File: config.mk
export PLATFORM = sky130hd
export DESIGN_NAME = sl_transmitter
export DESIGN_NICKNAME = d
export VERILOG_FILES = /design/src/rtl/sl_transmitter.sv
export SDC_FILE = /design/constraint.sdc
export NUM_CORES = 1
export LEC_CHECK = 0
export CORE_MARGIN = 1.5
export CORE_UTILIZATION = 59
export CTS_CLUSTER_DIAMETER = 40
export DETAILED_ROUTE_END_ITERATION = 8
export GPL_TIMING_DRIVEN = 0
export PLACE_DENSITY_LB_ADDON = 0.08
export SYNTH_ARGS = -nofsm -noshare
export SYNTH_HDL_FRONTEND = slang
export SYNTH_SLANG_ARGS = --single-unit
File: constraint.sdc
create_clock -name clk -period 3.25 [get_ports clk]
set_input_delay 0.65 -clock clk [delete_from_list [all_inputs] [get_ports clk]]
set_output_delay 0.65 -clock clk [all_outputs]
set_load 0.02 [all_outputs]
File: src/rtl/sl_transmitter.sv
// sl_transmitter: SL two-wire serial link transmitter.
// Sends N data bits LSB first, then odd parity, then a stop symbol.
module sl_transmitter #(
  parameter int PULSE_LEN = 4,
  parameter int GAP_LEN   = 4
) (
  input  logic        clk,
  input  logic        reset,
  input  logic [1:0]  mode,
  input  logic [31:0] tx_data,
  input  logic        tx_valid,
  output logic        tx_ready,
  output logic        tx_done,
  output logic        tx_err,
  output logic        sl0,
  output logic        sl1
);

  typedef enum logic [1:0] {
    IDLE,
    DATA,
    PARITY,
    STOP
  } state_t;

  localparam logic [7:0] P_LD = 8'(PULSE_LEN - 1);
  localparam logic [7:0] G_LD = 8'(GAP_LEN - 1);

  state_t      state, state_n;
  logic        gap, gap_n;
  logic [7:0]  timer, timer_n;
  logic [5:0]  bit_cnt, bit_cnt_n;
  logic [5:0]  last_bit, last_bit_n;
  logic [31:0] shreg, shreg_n;
  logic        par, par_n;
  logic        sl0_n, sl1_n;
  logic        done_n, err_n;
  logic [31:0] data_m;
  logic [5:0]  last_m;

  assign tx_ready = (state == IDLE);

  always_ff @(posedge clk or posedge reset) begin
    if (reset) begin
      state    <= IDLE;
      gap      <= 1'b0;
      timer    <= 8'd0;
      bit_cnt  <= 6'd0;
      last_bit <= 6'd0;
      shreg    <= 32'd0;
      par      <= 1'b0;
      sl0      <= 1'b1;
      sl1      <= 1'b1;
      tx_done  <= 1'b0;
      tx_err   <= 1'b0;
    end else begin
      state    <= state_n;
      gap      <= gap_n;
      timer    <= timer_n;
      bit_cnt  <= bit_cnt_n;
      last_bit <= last_bit_n;
      shreg    <= shreg_n;
      par      <= par_n;
      sl0      <= sl0_n;
      sl1      <= sl1_n;
      tx_done  <= done_n;
      tx_err   <= err_n;
    end
  end

  // Mask the word to its length so parity ignores unused bits
  always_comb begin
    data_m = 32'd0;
    last_m = 6'd0;
    unique case (mode)
      2'd0: begin
        data_m = {24'd0, tx_data[7:0]};
        last_m = 6'd7;
      end
      2'd1: begin
        data_m = {16'd0, tx_data[15:0]};
        last_m = 6'd15;
      end
      2'd2: begin
        data_m = tx_data;
        last_m = 6'd31;
      end
      2'd3: begin
        data_m = 32'd0;
        last_m = 6'd0;
      end
    endcase
  end

  always_comb begin
    state_n    = state;
    gap_n      = gap;
    timer_n    = timer;
    bit_cnt_n  = bit_cnt;
    last_bit_n = last_bit;
    shreg_n    = shreg;
    par_n      = par;
    sl0_n      = sl0;
    sl1_n      = sl1;
    done_n     = 1'b0;
    err_n      = 1'b0;
    unique case (state)
      IDLE: begin
        if (tx_valid) begin
          if (mode == 2'd3) begin
            err_n = 1'b1;
          end else begin
            state_n    = DATA;
            gap_n      = 1'b0;
            timer_n    = P_LD;
            bit_cnt_n  = 6'd0;
            last_bit_n = last_m;
            shreg_n    = data_m;
            par_n      = ~^data_m;
            sl0_n      = data_m[0];
            sl1_n      = ~data_m[0];
          end
        end
      end
      default: begin
        if (timer != 8'd0) begin
          timer_n = timer - 8'd1;
        end else if (!gap) begin
          gap_n   = 1'b1;
          timer_n = G_LD;
          sl0_n   = 1'b1;
          sl1_n   = 1'b1;
        end else begin
          gap_n   = 1'b0;
          timer_n = P_LD;
          unique case (state)
            DATA: begin
              if (bit_cnt == last_bit) begin
                state_n = PARITY;
                sl0_n   = par;
                sl1_n   = ~par;
              end else begin
                shreg_n   = shreg >> 1;
                bit_cnt_n = bit_cnt + 6'd1;
                sl0_n     = shreg[1];
                sl1_n     = ~shreg[1];
              end
            end
            PARITY: begin
              state_n = STOP;
              sl0_n   = 1'b0;
              sl1_n   = 1'b0;
            end
            default: begin
              state_n = IDLE;
              timer_n = 8'd0;
              done_n  = 1'b1;
            end
          endcase
        end
      end
    endcase
  end

endmodule

### Yosys cells after proc, flatten, opt, wreduce, memory -nomap -nowiden

Index checks and enable logic that the tools add are counted.

| word-level totals | value |
|---|---|
| bits in registers | 60 |
| input port bits | 37 |
| output and inout port bits | 5 |
| word-level logic and storage cells | 97 |

| operators by class | value |
|---|---|
| add/sub/neg operators | 2 |
| equality and inequality tests | 12 |
| muxes and demuxes | 55 |
| bitwise logic cells | 4 |
| reductions and logical operators | 13 |

Operator list:

| operator | number |
|---|---|
| 2-to-1 mux 32 bit | 7 |
| one-hot mux 32 bit (4 select lines) | 1 |
| 2-to-1 mux 6 bit | 7 |
| 2-to-1 mux 8 bit | 4 |
| XNOR reduction 32 bit | 1 |
| 2-to-1 mux 1 bit | 24 |
| one-hot mux 6 bit (3 select lines) | 1 |
| 2-to-1 mux 2 bit | 8 |
| inequality test 2 bit, second input constant | 4 |
| nonzero test 8 bit | 1 |
| subtractor 8 x 1 -> 8 bit, second input constant | 1 |
| adder 6 x 1 -> 6 bit, second input constant | 1 |
| == test 2 bit, second input constant | 3 |
| == test 6 bit | 1 |
| AND reduction 3 bit | 2 |
| AND reduction 6 bit | 1 |
| AND reduction 5 bit | 1 |
| == test 2 x 1 -> 1 bit, second input constant | 2 |
| logical NOT 2 bit | 2 |
| inequality test 4 x 2 -> 1 bit, second input constant | 1 |
| inverter 1 bit | 4 |
| one-hot mux 1 bit (2 select lines) | 2 |
| one-hot mux 2 bit (2 select lines) | 1 |
| AND reduction 4 bit | 1 |
| 4 further kinds | 5 |

### Depth between registers and ports, before layout

| depth | value |
|---|---|
| depth in word-level cells | 6 |
| mapped depth | 10 |
| mapped depth without buffers | 8 |

### Worst setup path before layout

Ideal clock, no wire load.

| timing path | value |
|---|---|
| path type | input-to-reg |
| start point | in mode[0] |
| end point | reg bit_cnt[5] |
| setup time | 79 ps |
| arrival | 2,202 ps |
| required time | 3,171 ps |
| slack | 969 ps |
| stages | 7 |
| buffers on the path | 1 |
| cells stage by stage | ha_1 o21ai_1 o21ai_2 a21o_1 buf_6 or4_1 a21oi_1 |

| on the way | value |
|---|---|
| word-level cells in the longest chain between the ends | 3 |

RTL lines:

| what | RTL line | source |
|---|---|---|
| from (decl) | 9 | `input logic [1:0] mode,` |
| == test 2 bit | 110 | `if (mode == 2'd3) begin` |
| inequality test 2 bit (no source line) | - |  |
| AND reduction 6 bit (no source line) | - |  |
| to (signal assigned) | 60 | `bit_cnt <= bit_cnt_n;` |
| to (decl) | 32 | `logic [5:0] bit_cnt, bit_cnt_n;` |

No other way between the ends.
A chain may end at the register's enable or synchronous reset.

### Worst setup path after layout

| timing path | value |
|---|---|
| start point | in mode[1] |
| end point | reg shreg[5] |

| on the way | value |
|---|---|
| word-level cells in the longest chain between the ends | 5 |
| elaborated cells between the ends (all ways) | 10 |
| those cells by class | eq/ne (4); mux (4); reduce/logical (2) |

RTL lines:

| what | RTL line | source |
|---|---|---|
| == test 2 bit (tied with other cells) | 75, 110 |  |
| one-hot mux 32 bit (4 select lines) | 75 | `unique case (mode)` |
| 2-to-1 mux 32 bit | 110 |  |
| 2-to-1 mux 32 bit | 109 | `if (tx_valid) begin` |
| 2-to-1 mux 32 bit | 107 | `unique case (state)` |
| to (signal assigned) | 62 | `shreg <= shreg_n;` |
| to (decl) | 34 | `logic [31:0] shreg, shreg_n;` |

Several ways; a longest one is shown, not always the timed one. The select of a mux whose other input is x is not followed.

==> out/summary.txt <==
status - completed
post-route ant nets - 0
Clock Skews - 8.624 ps
RSZ-0062 raised after global routing - no
total track usage - 23.26%
Die Wd - 76 um
Rows - 26
vias in the first global route - 2,463
Clock Path Buffers - 2
H-tree lvl count - 2
net count after synthesis - 377
Final nets - 426
diode count - 0
die footprint - 0.005776 mm^2
number of vias per cell - 5.630
GR peak layer - met2
antenna violations before repair - 0
starting density of the core - 61.56%
largest area contributor in the netlist - dfrtp_1
Leak - 0.001574 uW
worst path required time - 3480 ps
Fin. Hold Viols - 0
power after layout - 2952 uW
GPL Wtd Cong - 0.8413
design area - 0.003752 mm^2
top-count cell post-synth - dfrtp_1
Logic pwr share - 46.5%
Post-Syn Area per Cell - 9.557 um^2
worst slew pin tran - 864.5 ps
flops & latches, synth - 56
CTS tree - yes
Async S/R FF share, synth - 100.0%
Post-CTS Hold Buffers - 0
worst-path fanout max - 10
core box area - 0.005107 mm^2
num ports - 42
crit path DAT - 3140 ps
WL/cell - 14.02 um
Clock Latency Late Sink - 300 ps
min Tclk post-route - 2918 ps
Post-synth EDFFs - 0
Yosys cell types - 49
met3 GRT Util - 3.234%
TritonCTS buffer count - 5
synth top area cells - dfrtp_1 (43%), xnor2_1 (8.4%), nor2_1 (5.6%), ha_1 (4.4%), a221oi_1 (4.2%)
Pre-antenna DRT Iters - 4
Port Buffer Count - 41
Net Switching - 1187 uW
Final Max Slew Viols - 0
number of post-CTS setup repair buffers - 0
placed instance area - 0.003662 mm^2
clk root buf - clkbuf_8
pin count of the biggest net entering global routing - 44
gr ovfl total - 0
met2 usage - 39.55%
power share of the sequential group - 40.5%
Synth top area share - 42.98%
Starting DRT DRC Count - 152
critical path type - in -> reg
crit start category - input port
max-cap violations - 0
Layout area overhead - 19.34%
share of cells above drive strength 1 - 7.652%
critical path endpoint category - register
DRC Markers - 0
f_max - 342.7 MHz
HP Class - reg -> reg
die height - 76 um
Mapped Cells - 329
Setup Viol. Count Final - 0
clock net sink count - 56
top cells by count, synth - dfrtp_1 (54), nor2_1 (47), xnor2_1 (30)
clock transition at the registers of the reported paths - 90 ps
# resized after CTS - 0
first-pass GRT wire length - 11,080 um
Max-Slew Margin vs Limit - 41.92%
PD cells - 786.7 mW/mm^2
Top FF cell, synth - dfrtp_1
Int Pwr - 1765 uW
Hold Path Depth - 2
DP HPWL - 4843 um
Synth Warn # - 0
clock network power share - 13.0%
Post-Syn Area - 0.003144 mm^2
Fill cells - 392
DR vias - 2,528
maximum vdd drop - 0.4181 mV
sequential share of the synthesized area - 44.65%
R2R cell count - 8
sw frac - 40.21%
WL final - 6296 um
period utilisation layout - 89.79%
GR Util met1 - 31.52%
[routing by layer]
metal | wire length (um) | vias to the layer above | part of all wire [%]
met4 | 39 | 0 | 0.62
met3 | 199 | 4 | 3.2
li1 | - | 1254 | -
met5 | 0 | - | 0
met2 | 3190 | 45 | 51
met1 | 2867 | 1225 | 46
[power groups by stage]
stage	Sequential, uW	Clock [uW]	Combinational (uW)
final	1200	383	1370
after global routing	1230	421	1550
after CTS	1190	392	1380
after detailed placement	1210	0	1380
after global placement	1190	0	1330
after floorplan	1170	0	1030
[cell usage in the layout (no fill, tap or decap), drive strengths merged, types with 12 or more instances in the layout]
cell and n:
inv 12, and3 15, clkbuf 18, dfrtp 54
a221oi 15, nand2 21, xnor2 30, a21oi 24
clkdlybuf4s50 41, o21ai 21, nor2 47
[registers in the layout, summed over array words and instances, names as in the netlist]
name,cells
sl1,1
tx_err,1
bit_cnt,6
par,1
tx_done,1
state,2
gap,1
sl0,1
last_bit,3
timer,8
shreg,31
[worst paths after layout]
path	startpoint	end	slack, ps
setup / recovery	mode[1]	shreg[5]$_DFFE_PP0P_	330
hold / removal	shreg[23]$_DFFE_PP0P_	shreg[23]$_DFFE_PP0P_	490
setup reg to reg	state[1]$_DFFE_PP0P_	shreg[5]$_DFFE_PP0P_	790
hold reg to reg	shreg[23]$_DFFE_PP0P_	shreg[23]$_DFFE_PP0P_	490
max in group asynchronous	reset	sl0$_DFFE_PP1P_	2060
min in group asynchronous	reset	timer[6]$_DFFE_PP0P_	620
[worst max-delay path: stages]
cell             delay (ps)
clkdlybuf4s50_1         490
ha_1                    250
o21ai_1                 500
o21ai_2                 180
a21oi_1                 460
clkbuf_1                380
nor2_1                   80
nor2_1                  140
[through the flow]
stage / hold WS, ps / setup slack, ps / std cells / util (%) / TNS [ps]
final: 491.4 / 331.9 / 449 / 73.47 / 0
after global routing: 528.0 / 97.63 / 449 / 73.47 / 0
after CTS: 494.1 / 306.9 / 449 / 73.47 / 0
after detailed placement: 471.1 / -8.390 / 441 / 71.71 / -8.390
after global placement: 466.1 / 46.02 / 440 / 71.31 / 0
after floorplan: 449.5 / 968.9 / 329 / - / 0
[layout make-up]
cell class	instances	area, um^2	share of cell area [%]
sequential	56	1404	37.41
multi-input combinational	245	1600	42.65
buffer	16	95.09	2.534
tap	70	87.58	2.334
timing repair buffer	42	430.4	11.47
inverter	12	45.04	1.200
clock buffer	8	90.09	2.401
[logic make-up after synthesis]
family / synth area share [%]
mux: 1.751
buf+inv: 4.456
compound gates: 16.59
xor+xnor: 10.31
flops: 44.65
simple gates: 17.87
fa+ha+maj: 4.377
Power figures use the tool's default switching activity.
